File: src/rtl/ahb_pkg.sv
// Shared AHB-Lite encodings and bridge state type.
//   HTRANS_*  transfer type codes
//   HSIZE_*   transfer size codes (byte/half/word)
//   HRESP_*   response codes
//   bridge_state_t  bridge FSM states
//   lane_mask()     byte-lane enables for a sub-word store
package ahb_pkg;

  localparam logic [1:0] HTRANS_IDLE   = 2'b00;
  localparam logic [1:0] HTRANS_BUSY   = 2'b01;
  localparam logic [1:0] HTRANS_NONSEQ = 2'b10;
  localparam logic [1:0] HTRANS_SEQ    = 2'b11;

  localparam logic [2:0] HSIZE_BYTE = 3'd0;
  localparam logic [2:0] HSIZE_HALF = 3'd1;
  localparam logic [2:0] HSIZE_WORD = 3'd2;

  localparam logic HRESP_OKAY  = 1'b0;
  localparam logic HRESP_ERROR = 1'b1;

  typedef enum logic [2:0] {
    IDLE, RD, RD_DATA, WR, RMW_RD, RMW_WR, ERR1, ERR2
  } bridge_state_t;

  function automatic logic [3:0] lane_mask(input logic [1:0] offset, input logic [2:0] size);
    case (size)
      HSIZE_BYTE: lane_mask = 4'b0001 << offset;
      HSIZE_HALF: lane_mask = offset[1] ? 4'b1100 : 4'b0011;
      default:    lane_mask = 4'b1111;
    endcase
  endfunction

endpackage

File: src/rtl/ahb_byte_merge.sv
// Combinational byte-lane merge for read-modify-write stores.
//   old_word_i  word read back from SRAM
//   new_word_i  lane-aligned AHB write data
//   offset_i    byte offset (addr[1:0])
//   size_i      HSIZE of the store
//   merged_o    old word with the addressed lanes replaced by new data
module ahb_byte_merge
  import ahb_pkg::*;
(
  input  logic [31:0] old_word_i,
  input  logic [31:0] new_word_i,
  input  logic [1:0]  offset_i,
  input  logic [2:0]  size_i,
  output logic [31:0] merged_o
);

  logic [3:0] mask;

  always_comb begin
    mask     = lane_mask(offset_i, size_i);
    merged_o = old_word_i;
    for (int b = 0; b < 4; b++) begin
      if (mask[b]) merged_o[8*b +: 8] = new_word_i[8*b +: 8];
    end
  end

endmodule

File: src/rtl/ahb_sram_bridge.sv
// AHB-Lite slave in front of a word-only SRAM.
//   HCLK/HRESET        clock, async active-high reset
//   HSEL..HREADY       AHB address/data phase inputs
//   HRDATA/HREADYOUT/HRESP  AHB slave response
//   sram_*             SRAM command port; reads are implied whenever
//                      sram_write_enable=0 and sram_ready=1
// Sub-word stores become a read (RMW_RD) followed by a merged write (RMW_WR).
module ahb_sram_bridge
  import ahb_pkg::*;
#(
  parameter int unsigned MEM_BYTES = 4096
) (
  input  logic        HCLK,
  input  logic        HRESET,
  input  logic        HSEL,
  input  logic [31:0] HADDR,
  input  logic [1:0]  HTRANS,
  input  logic        HWRITE,
  input  logic [2:0]  HSIZE,
  input  logic [31:0] HWDATA,
  input  logic        HREADY,
  output logic [31:0] HRDATA,
  output logic        HREADYOUT,
  output logic        HRESP,
  output logic        sram_write_enable,
  output logic [31:0] sram_address,
  output logic [31:0] sram_write_data,
  input  logic        sram_ready,
  input  logic [31:0] sram_read_data
);

  bridge_state_t state_q, state_d;
  logic [31:0]   addr_q, addr_d;
  logic [2:0]    size_q, size_d;
  logic [31:0]   wdata_q, wdata_d;
  logic [31:0]   old_q, old_d;
  logic          first_q, first_d;

  logic          accept;
  logic          addr_err;
  logic [31:0]   merge_old;
  logic [31:0]   merged;

  assign accept   = HSEL && HREADY && (HTRANS == HTRANS_NONSEQ || HTRANS == HTRANS_SEQ);
  assign addr_err = (HSIZE > HSIZE_WORD)
                 || (HSIZE == HSIZE_HALF && HADDR[0])
                 || (HSIZE == HSIZE_WORD && HADDR[1:0] != 2'b00)
                 || (HADDR >= 32'(MEM_BYTES));

  // Read data is only guaranteed on the first RMW_WR cycle; keep a copy
  // in case the SRAM stalls the write.
  assign merge_old    = first_q ? sram_read_data : old_q;
  assign sram_address = {addr_q[31:2], 2'b00};

  ahb_byte_merge u_merge (
    .old_word_i (merge_old),
    .new_word_i (wdata_q),
    .offset_i   (addr_q[1:0]),
    .size_i     (size_q),
    .merged_o   (merged)
  );

  always_comb begin
    state_d           = state_q;
    addr_d            = addr_q;
    size_d            = size_q;
    wdata_d           = wdata_q;
    old_d             = old_q;
    first_d           = 1'b0;
    HREADYOUT         = 1'b1;
    HRESP             = HRESP_OKAY;
    HRDATA            = '0;
    sram_write_enable = 1'b0;
    sram_write_data   = '0;

    case (state_q)
      IDLE: ;
      RD: begin
        HREADYOUT = 1'b0;
        if (sram_ready) state_d = RD_DATA;
      end
      RD_DATA: HRDATA = sram_read_data;
      WR: begin
        sram_write_enable = 1'b1;
        sram_write_data   = HWDATA;
        HREADYOUT         = sram_ready;
      end
      RMW_RD: begin
        HREADYOUT = 1'b0;
        wdata_d   = HWDATA;
        if (sram_ready) begin
          state_d = RMW_WR;
          first_d = 1'b1;
        end
      end
      RMW_WR: begin
        sram_write_enable = 1'b1;
        sram_write_data   = merged;
        HREADYOUT         = sram_ready;
        if (first_q) old_d = sram_read_data;
      end
      ERR1: begin
        HREADYOUT = 1'b0;
        HRESP     = HRESP_ERROR;
        state_d   = ERR2;
      end
      ERR2: HRESP = HRESP_ERROR;
      default: state_d = IDLE;
    endcase

    // Last cycle of the current transfer: pick up the next address phase.
    if (HREADYOUT) begin
      state_d = IDLE;
      if (accept) begin
        addr_d = HADDR;
        size_d = HSIZE;
        if (addr_err)                 state_d = ERR1;
        else if (!HWRITE)             state_d = RD;
        else if (HSIZE == HSIZE_WORD) state_d = WR;
        else                          state_d = RMW_RD;
      end
    end
  end

  always_ff @(posedge HCLK or posedge HRESET) begin
    if (HRESET) begin
      state_q <= IDLE;
      addr_q  <= '0;
      size_q  <= '0;
      wdata_q <= '0;
      old_q   <= '0;
      first_q <= 1'b0;
    end else begin
      state_q <= state_d;
      addr_q  <= addr_d;
      size_q  <= size_d;
      wdata_q <= wdata_d;
      old_q   <= old_d;
      first_q <= first_d;
    end
  end

endmodule

File: config.mk
export PLATFORM = sky130hd
export DESIGN_NAME = ahb_sram_bridge
export DESIGN_NICKNAME = d
export VERILOG_FILES = /design/src/rtl/ahb_pkg.sv /design/src/rtl/ahb_byte_merge.sv /design/src/rtl/ahb_sram_bridge.sv
export SDC_FILE = /design/constraint.sdc
export NUM_CORES = 1
export LEC_CHECK = 0
export ABC_AREA = 1
export BUFFER_PORTS_ARGS = -buffer_cell sky130_fd_sc_hd__buf_4
export CORE_ASPECT_RATIO = 1.2
export CORE_MARGIN = 10
export CORE_UTILIZATION = 35
export DETAILED_ROUTE_END_ITERATION = 6
export PLACE_DENSITY = 0.55
export RECOVER_POWER = 100
export SLEW_MARGIN = 30
export SYNTH_ARGS = -nofsm -noshare
export SYNTH_HDL_FRONTEND = slang
export SYNTH_HIERARCHICAL = 1
export SYNTH_SLANG_ARGS = --single-unit
File: constraint.sdc
create_clock -name HCLK -period 4.6 [get_ports HCLK]
set_input_delay 1.15 -clock HCLK [delete_from_list [all_inputs] [get_ports HCLK]]
set_output_delay 1.15 -clock HCLK [all_outputs]
set_load 0.02 [all_outputs]
==> impl_metrics.env, run 1 <==
export IMPL_outcome="complete, but fails checks"
export IMPL_failed_checks="capacitance limit, slew limit"
export IMPL_utilization_pct=43.3
export IMPL_grt_overflow_total=0
export IMPL_cts_made_buffers=9
export IMPL_n_fill_cell=1883
export IMPL_place_port_buffers=202
export IMPL_cts_tree="done"
export IMPL_switchingPower_mw=2.13
export IMPL_postPlaceCellArea_um2=7360
export IMPL_post_cts_hold_buffer_count=0
export IMPL_worst_setup_path_type="flip-flop to output port"
export IMPL_ys_seq_elements=103
export IMPL_grt_start_max_net_pins=71
export IMPL_average_via_count_per_standard_cell=4.57
export IMPL_fmax_mhz=260
export IMPL_rrSetupSlack_ns=0.90
export IMPL_r2r_end="addr_q[14]$_DFFE_PP0P_"
export IMPL_place_detailed_hpwl_mm=12.9
export IMPL_worst_reg2reg_path_startpoint="state_q[2]$_DFFE_PP0P_"
export IMPL_finClkSkew_ns=0.00544
export IMPL_clock_sinks=103
export IMPL_power_density_nw_per_um2=632
export IMPL_netlist_area_um2=5950
export IMPL_fin_nets=1103
export IMPL_synth_yosys_seq_area_share_pct=43.3
export IMPL_critical_path_cell_sequence="inv_1 > nand3_1 > o21ai_0 > clkbuf_1"
export IMPL_clk_insertion_delay_late_ns=0.35
export IMPL_comb_power_share_pct=48.0
export IMPL_first_pass_iters=6
export IMPL_postCtsResizedCells=0
export IMPL_ant_nets=0
export IMPL_setup_worst_path_end_class="output port"
export IMPL_finalSetupViolations=0
export IMPL_synth_xor_area_share_pct=0
export IMPL_hold_path_class="flip-flop to flip-flop"
export IMPL_cp_arrival_ns=2.69
export IMPL_final_cells=1216
export IMPL_routed_via_count=5555
export IMPL_min_period_ns=3.84
export IMPL_rsz_0062_raised_after_global_routing="no"
export IMPL_root_buffer_cell="sky130_fd_sc_hd__clkbuf_16"
export IMPL_timing_critical_path_required_ns=3.45
export IMPL_max_cap_violations=2
export IMPL_critical_path_startpoint_type="flip-flop"
export IMPL_grt_pass1_vias=5752
export IMPL_synthesis_instances=850
export IMPL_cts_repair_timing_setup_buffer_count=0
export IMPL_synth_top_cell_by_area="sky130_fd_sc_hd__dfrtp_1"
export IMPL_finalWirelength_mm=17.7
export IMPL_post_synthesis_adder_cell_area_fraction_pct=0
export IMPL_synthDominantCellAreaShare_pct=43.3
export IMPL_worst_setup_path_endpoint="sram_write_data[2]"
export IMPL_grt_pass1_wl_mm=29.0
export IMPL_ff2ff_path_depth=7
export IMPL_final_max_slew_viol_count=101
export IMPL_drive_gt1_share_pct=14.3
export IMPL_post_synth_cell_types=24
export IMPL_gp_congestion=0.771
export IMPL_internal_power_mw=2.47
export IMPL_post_synth_and_or_nand_nor_area_fraction_pct=28.8
export IMPL_ir_drop_uv=231
export IMPL_synth_top_family_by_area="simple AND/OR/NAND/NOR gates"
export IMPL_route_detailed_drc=0
export IMPL_die_area_um2=22600
export IMPL_setup_worst_path_start="state_q[2]$_DFFE_PP0P_"
export IMPL_die_width_um=139
export IMPL_max_stage_delay_ns=0.90
export IMPL_place_detailed_instances=1201
export IMPL_ys_warnings_count=6
export IMPL_avgSynthCellArea_um2=7.00
export IMPL_post_drt_wl_per_cell_um=14.6
export IMPL_global_route_usage_total_pct=15.3
export IMPL_pwr_share_clk_pct=17.2
export IMPL_initial_utilization_pct=35.4
export IMPL_yosys_mux_area_fraction_pct=0
export IMPL_dr_first_iter_drc_count=381
export IMPL_area_delta_synth_final_pct=22.2
export IMPL_antenna_violations_before_repair=0
export IMPL_power_switching_share_pct=46.3
export IMPL_post_route_cell_area_um2=7270
export IMPL_power_total_mw=4.60
export IMPL_fin_tns_setup_ns=0
export IMPL_synth_top_cells_by_area="sky130_fd_sc_hd__dfrtp_1 43%, sky130_fd_sc_hd__nand2_1 19%, sky130_fd_sc_hd__o21ai_0 11%"
export IMPL_sequentialPowerShare_pct=34.8
export IMPL_ctsLongestPathBuffers=2
export IMPL_core_um2=16800
export IMPL_finalHoldViolCount=0
export IMPL_worst_path_max_delay_cell="sky130_fd_sc_hd__nand3_1"
export IMPL_min_period_over_period_pct=83.5
export IMPL_antenna_cells_inserted=0
export IMPL_placementRows=52
export IMPL_count_of_boundary_i_o_pins=206
export IMPL_p_leak_nw=3.74
export IMPL_die_h_um=163
export IMPL_worst_setup_hold_path_clk_slew_ns=0.07
export IMPL_max_slew_worst_pin_slew_ns=2.61
export IMPL_worst_slew_margin_rel_pct=-73.9
export IMPL_htree_num_levels=3
export IMPL_synth_compound_area_share_pct=12.3
export IMPL_path_max_fanout=33
sequential cells by signal, summed over array words and instances, names as in the netlist:
name     flops
addr_q      32
old_q       32
wdata_q     32
size_q       3
state_q      3
first_q      1
area by class of cell:
type / count / area (µm²) / share of cell area [%]
clock inverters: 4 / 55.1 / 0.757
multi-input cells: 550 / 2430 / 33.4
flip-flops and latches: 103 / 2580 / 35.5
clock buffers: 11 / 253 / 3.48
well taps: 216 / 270 / 3.72
repair buffers: 209 / 1220 / 16.7
inverters: 123 / 467 / 6.42
power groups by stage:
| stage | clock (mW) | combinational, mW | sequential (mW) |
|---|---|---|---|
| after floorplan | 0 | 1.85 | 1.54 |
| after global placement | 0 | 2.48 | 1.60 |
| after detailed placement | 0 | 2.50 | 1.61 |
| after CTS | 0.816 | 2.51 | 1.60 |
| after global routing | 0.845 | 2.53 | 1.66 |
| final | 0.791 | 2.21 | 1.60 |
layer usage:
| metal | GRT usage [%] | wire length (µm) | share of wire [%] | vias up |
|---|---|---|---|---|
| met3 | 4.40 | 1250 | 7.0 | 10 |
| met4 | 4.84 | 231 | 1.3 | 0 |
| li1 | - | - | - | 2894 |
| met5 | 0 | 0 | 0 | - |
| met2 | 25.3 | 8480 | 48 | 149 |
| met1 | 19.0 | 7760 | 44 | 2502 |
worst min-delay path by stage:
| stage | start | endpoint | depth (start not counted) |
|---|---|---|---|
| 6_report | addr_q[6]$_DFFE_PP0P_ | addr_q[6]$_DFFE_PP0P_ | 2 |
| 5_1_grt | addr_q[10]$_DFFE_PP0P_ | addr_q[10]$_DFFE_PP0P_ | 2 |
| 4_1_cts | addr_q[6]$_DFFE_PP0P_ | addr_q[6]$_DFFE_PP0P_ | 2 |
| 3_5_place_dp | addr_q[6]$_DFFE_PP0P_ | addr_q[6]$_DFFE_PP0P_ | 2 |
| 3_3_place_gp | addr_q[12]$_DFFE_PP0P_ | addr_q[12]$_DFFE_PP0P_ | 2 |
| 2_1_floorplan | addr_q[10]$_DFFE_PP0P_ | addr_q[10]$_DFFE_PP0P_ | 2 |
synth_stat cells:
master,number
sky130_fd_sc_hd__nor3_1,2
sky130_fd_sc_hd__buf_2,14
sky130_fd_sc_hd__nand3_4,1
sky130_fd_sc_hd__dfrtp_1,103
sky130_fd_sc_hd__nand2_2,1
sky130_fd_sc_hd__buf_6,3
sky130_fd_sc_hd__a21oi_4,1
sky130_fd_sc_hd__nand4_1,36
sky130_fd_sc_hd__inv_2,1
sky130_fd_sc_hd__nand3_1,9
sky130_fd_sc_hd__buf_4,36
sky130_fd_sc_hd__o21ai_2,1
sky130_fd_sc_hd__conb_1,1
sky130_fd_sc_hd__nor2_4,1
sky130_fd_sc_hd__nand2_1,294
sky130_fd_sc_hd__clkbuf_1,22
sky130_fd_sc_hd__inv_4,1
sky130_fd_sc_hd__inv_1,121
sky130_fd_sc_hd__a21oi_1,1
sky130_fd_sc_hd__nand3_2,10
sky130_fd_sc_hd__nor2_2,2
sky130_fd_sc_hd__o21ai_1,10
sky130_fd_sc_hd__nor2_1,49
sky130_fd_sc_hd__o21ai_0,130
critical path, delay by kind of cell, from the launching register on:
family | cells | cell delay, ns
and+or+nand+nor | 1 | 0.90
AOI/OAI and AO/OA | 1 | 0.61
DFF | 1 | 0.43
buffers and inverters | 2 | 0.41
through the flow:
| stage | setup slack (ns) | hold slack, ns |
|---|---|---|
| floorplan | 0.746 | 0.443 |
| global placement | 1.30 | 0.456 |
| detailed placement | 1.28 | 0.460 |
| CTS | 0.916 | 0.478 |
| global route | 0.356 | 0.500 |
| finish | 0.760 | 0.472 |
layout by cell type (no fill, tap or decap):
master	n
sky130_fd_sc_hd__inv_6	1
sky130_fd_sc_hd__nand4_1	36
sky130_fd_sc_hd__nand3_2	8
sky130_fd_sc_hd__inv_1	120
sky130_fd_sc_hd__nor2_4	1
sky130_fd_sc_hd__inv_2	2
sky130_fd_sc_hd__clkinvlp_4	1
sky130_fd_sc_hd__a21oi_1	2
sky130_fd_sc_hd__clkbuf_1	97
sky130_fd_sc_hd__nor2_2	1
sky130_fd_sc_hd__o21ai_0	140
sky130_fd_sc_hd__dfrtp_4	1
sky130_fd_sc_hd__clkbuf_8	2
sky130_fd_sc_hd__conb_1	2
sky130_fd_sc_hd__nand3_1	11
sky130_fd_sc_hd__clkinv_4	2
sky130_fd_sc_hd__nand3_4	1
sky130_fd_sc_hd__nor2_1	50
sky130_fd_sc_hd__o21ai_2	1
sky130_fd_sc_hd__buf_12	1
sky130_fd_sc_hd__clkbuf_16	9
sky130_fd_sc_hd__nor3_1	2
sky130_fd_sc_hd__nand2_1	295
sky130_fd_sc_hd__dfrtp_1	102
sky130_fd_sc_hd__bufinv_16	1
sky130_fd_sc_hd__buf_4	111
cell families (layout without fill, tap and decap cells):
kind of cell | after synthesis | after routing
AO/OA/AOI/OAI | 143 | 143
buffers and inverters | 198 | 347
flip-flops | 103 | 103
other | 1 | 2
AND/OR/NAND/NOR | 405 | 405
Power figures use the tool's default switching activity.
==> inputs of run 2 (changes only) <==
- clock period: 4.6 -> 3.99 ns (I/O delays scaled with it)
==> run 2 against run 1 <==
Effect of this change: the run still ends with capacitance limit, slew limit left; first-iteration DRC count decreased by 12%; non-clock buffer count increased by 3; count of clock-buffer cells in the layout unchanged.
==> impl_metrics.env, run 2 (synthesis results as in run 1) <==
export IMPL_outcome="complete, but fails checks"
export IMPL_failed_checks="capacitance limit, slew limit"
export IMPL_critical_path_startpoint_type="flip-flop"
export IMPL_cts_made_buffers=9
export IMPL_post_route_cell_area_um2=7410
export IMPL_min_period_ns=3.53
export IMPL_post_cts_hold_buffer_count=0
export IMPL_finalWirelength_mm=17.7
export IMPL_clk_insertion_delay_late_ns=0.35
export IMPL_mostFrequentLayoutCells="295 x sky130_fd_sc_hd__nand2_1, 140 x sky130_fd_sc_hd__o21ai_0, 124 x sky130_fd_sc_hd__buf_4, 120 x sky130_fd_sc_hd__inv_1, 102 x sky130_fd_sc_hd__dfrtp_1"
export IMPL_cts_repair_timing_setup_buffer_count=0
export IMPL_drive_gt1_share_pct=15.7
export IMPL_ant_nets=0
export IMPL_seq_area_um2=2580
export IMPL_die_width_um=139
export IMPL_root_buffer_cell="sky130_fd_sc_hd__clkbuf_16"
export IMPL_core_um2=16800
export IMPL_max_slew_worst_pin_slew_ns=2.48
export IMPL_max_cap_violations=2
export IMPL_place_port_buffers=202
export IMPL_grt_pass1_wl_mm=28.9
export IMPL_reg_largest_list="addr_q x32, old_q x32, wdata_q x32"
export IMPL_postCtsResizedCells=0
export IMPL_min_period_over_period_pct=88.5
export IMPL_post_drt_wl_per_cell_um=14.5
export IMPL_finalSetupViolations=0
export IMPL_grt_pass1_vias=5542
export IMPL_fmax_mhz=283
export IMPL_worst_slew_margin_rel_pct=-65.4
export IMPL_grt_overflow_total=0
export IMPL_placementRows=52
export IMPL_max_stage_delay_ns=0.58
export IMPL_initial_utilization_pct=35.4
export IMPL_fin_tns_setup_ns=0
export IMPL_ctsLongestPathBuffers=2
export IMPL_worst_setup_path_type="flip-flop to output port"
export IMPL_die_h_um=163
export IMPL_gp_congestion=0.770
export IMPL_critical_path_top_delay_family="simple AND/OR/NAND/NOR gates"
export IMPL_count_of_boundary_i_o_pins=206
export IMPL_timing_hold_ws_ns=0.472
export IMPL_postPlaceCellArea_um2=7400
export IMPL_clock_sinks=103
export IMPL_die_area_um2=22600
export IMPL_routed_via_count=5585
export IMPL_worst_path_max_delay_cell="sky130_fd_sc_hd__nand3_1"
export IMPL_path_max_fanout=18
export IMPL_antenna_cells_inserted=0
export IMPL_final_max_slew_viol_count=62
export IMPL_rsz_0062_raised_after_global_routing="no"
export IMPL_cts_tree="done"
export IMPL_worst_setup_hold_path_clk_slew_ns=0.07
export IMPL_critical_path_cell_sequence="nor2_4 > nand3_1 > nand3_2 > nand2_1 > nand2_1 > nand2_1 > o21ai_0 > clkbuf_1"
export IMPL_place_detailed_hpwl_mm=13.0
export IMPL_n_fill_cell=1856
export IMPL_critical_path_buffer_and_inverter_count=1
export IMPL_p_leak_nw=3.85
export IMPL_utilization_pct=44.1
export IMPL_average_via_count_per_standard_cell=4.58
export IMPL_route_detailed_drc=0
export IMPL_global_route_usage_total_pct=15.3
export IMPL_hold_path_class="flip-flop to flip-flop"
export IMPL_cp_arrival_ns=2.53
export IMPL_power_density_nw_per_um2=743
export IMPL_grt_start_max_net_pins=63
export IMPL_setup_worst_path_end_class="output port"
export IMPL_finalHoldViolCount=0
export IMPL_crit_path_frequent_cell="sky130_fd_sc_hd__nand2_1"
export IMPL_ir_drop_uv=305
export IMPL_dr_first_iter_drc_count=337
export IMPL_multiInputGateArea_um2=2420
export IMPL_timing_critical_path_required_ns=2.99
export IMPL_mostFrequentLayoutCell="sky130_fd_sc_hd__nand2_1"
export IMPL_antenna_violations_before_repair=0
export IMPL_first_pass_iters=5
export IMPL_fin_nets=1106
export IMPL_area_delta_synth_final_pct=24.5
export IMPL_htree_num_levels=3
export IMPL_finClkSkew_ns=0.00625
## run 2: tightest hold or removal path, cell delays in order (launching register included)
cell and delay (ns):
sky130_fd_sc_hd__dfrtp_1 0.34, sky130_fd_sc_hd__nand2_1 0.05, sky130_fd_sc_hd__nand2_1 0.04
## run 2: worst paths after layout
check	from	to	slack, ns	depth (start not counted)
min in group asynchronous	HRESET	addr_q[18]$_DFFE_PP0P_	1.51	2
hold / removal	addr_q[29]$_DFFE_PP0P_	addr_q[29]$_DFFE_PP0P_	0.47	2
setup reg to reg	state_q[2]$_DFFE_PP0P_	state_q[0]$_DFFE_PP0P_	0.75	8
max in group asynchronous	HRESET	wdata_q[21]$_DFFE_PP0N_	1.05	2
setup / recovery	size_q[1]$_DFFE_PP0P_	sram_write_data[31]	0.46	8
hold reg to reg	addr_q[29]$_DFFE_PP0P_	addr_q[29]$_DFFE_PP0P_	0.47	2
## run 2: area by class of cell
class                      instances  area share, %
timing repair buffer             212           17.5
multi-input combinational        550           32.7
clock inverter                     5           1.74
inverter                         123           6.27
clock buffer                      11           3.28
sequential                       103           34.8
tap                              216           3.65
## run 2: power by group
part / switching [mW] / leakage (nW) / internal [mW]
registers: 0.259 / 1.27 / 1.56
clock network: 0.400 / 0.180 / 0.696
logic: 1.80 / 2.40 / 0.795
## run 2: through the flow
stage | total power, mW | instances | setup slack [ns]
6_report | 5.50 | 1220 | 0.459
5_1_grt | 6.01 | 1220 | 0.251
4_1_cts | 5.87 | 1220 | 0.668
3_5_place_dp | 4.75 | 1204 | 1.06
3_3_place_gp | 4.73 | 1204 | 1.09
2_1_floorplan | 3.91 | 851 | 0.289
## run 2: per-layer routing
metal  up-vias  GRT usage (%)  wire [µm]  part of all wire, %
met5         -              0          0                    0
met1      2517           19.7       8010                   45
met2       150           24.4       8260                   47
met3        14           3.94       1110                  6.3
li1       2904              -          -                    -
met4         0           5.27        277                  1.6
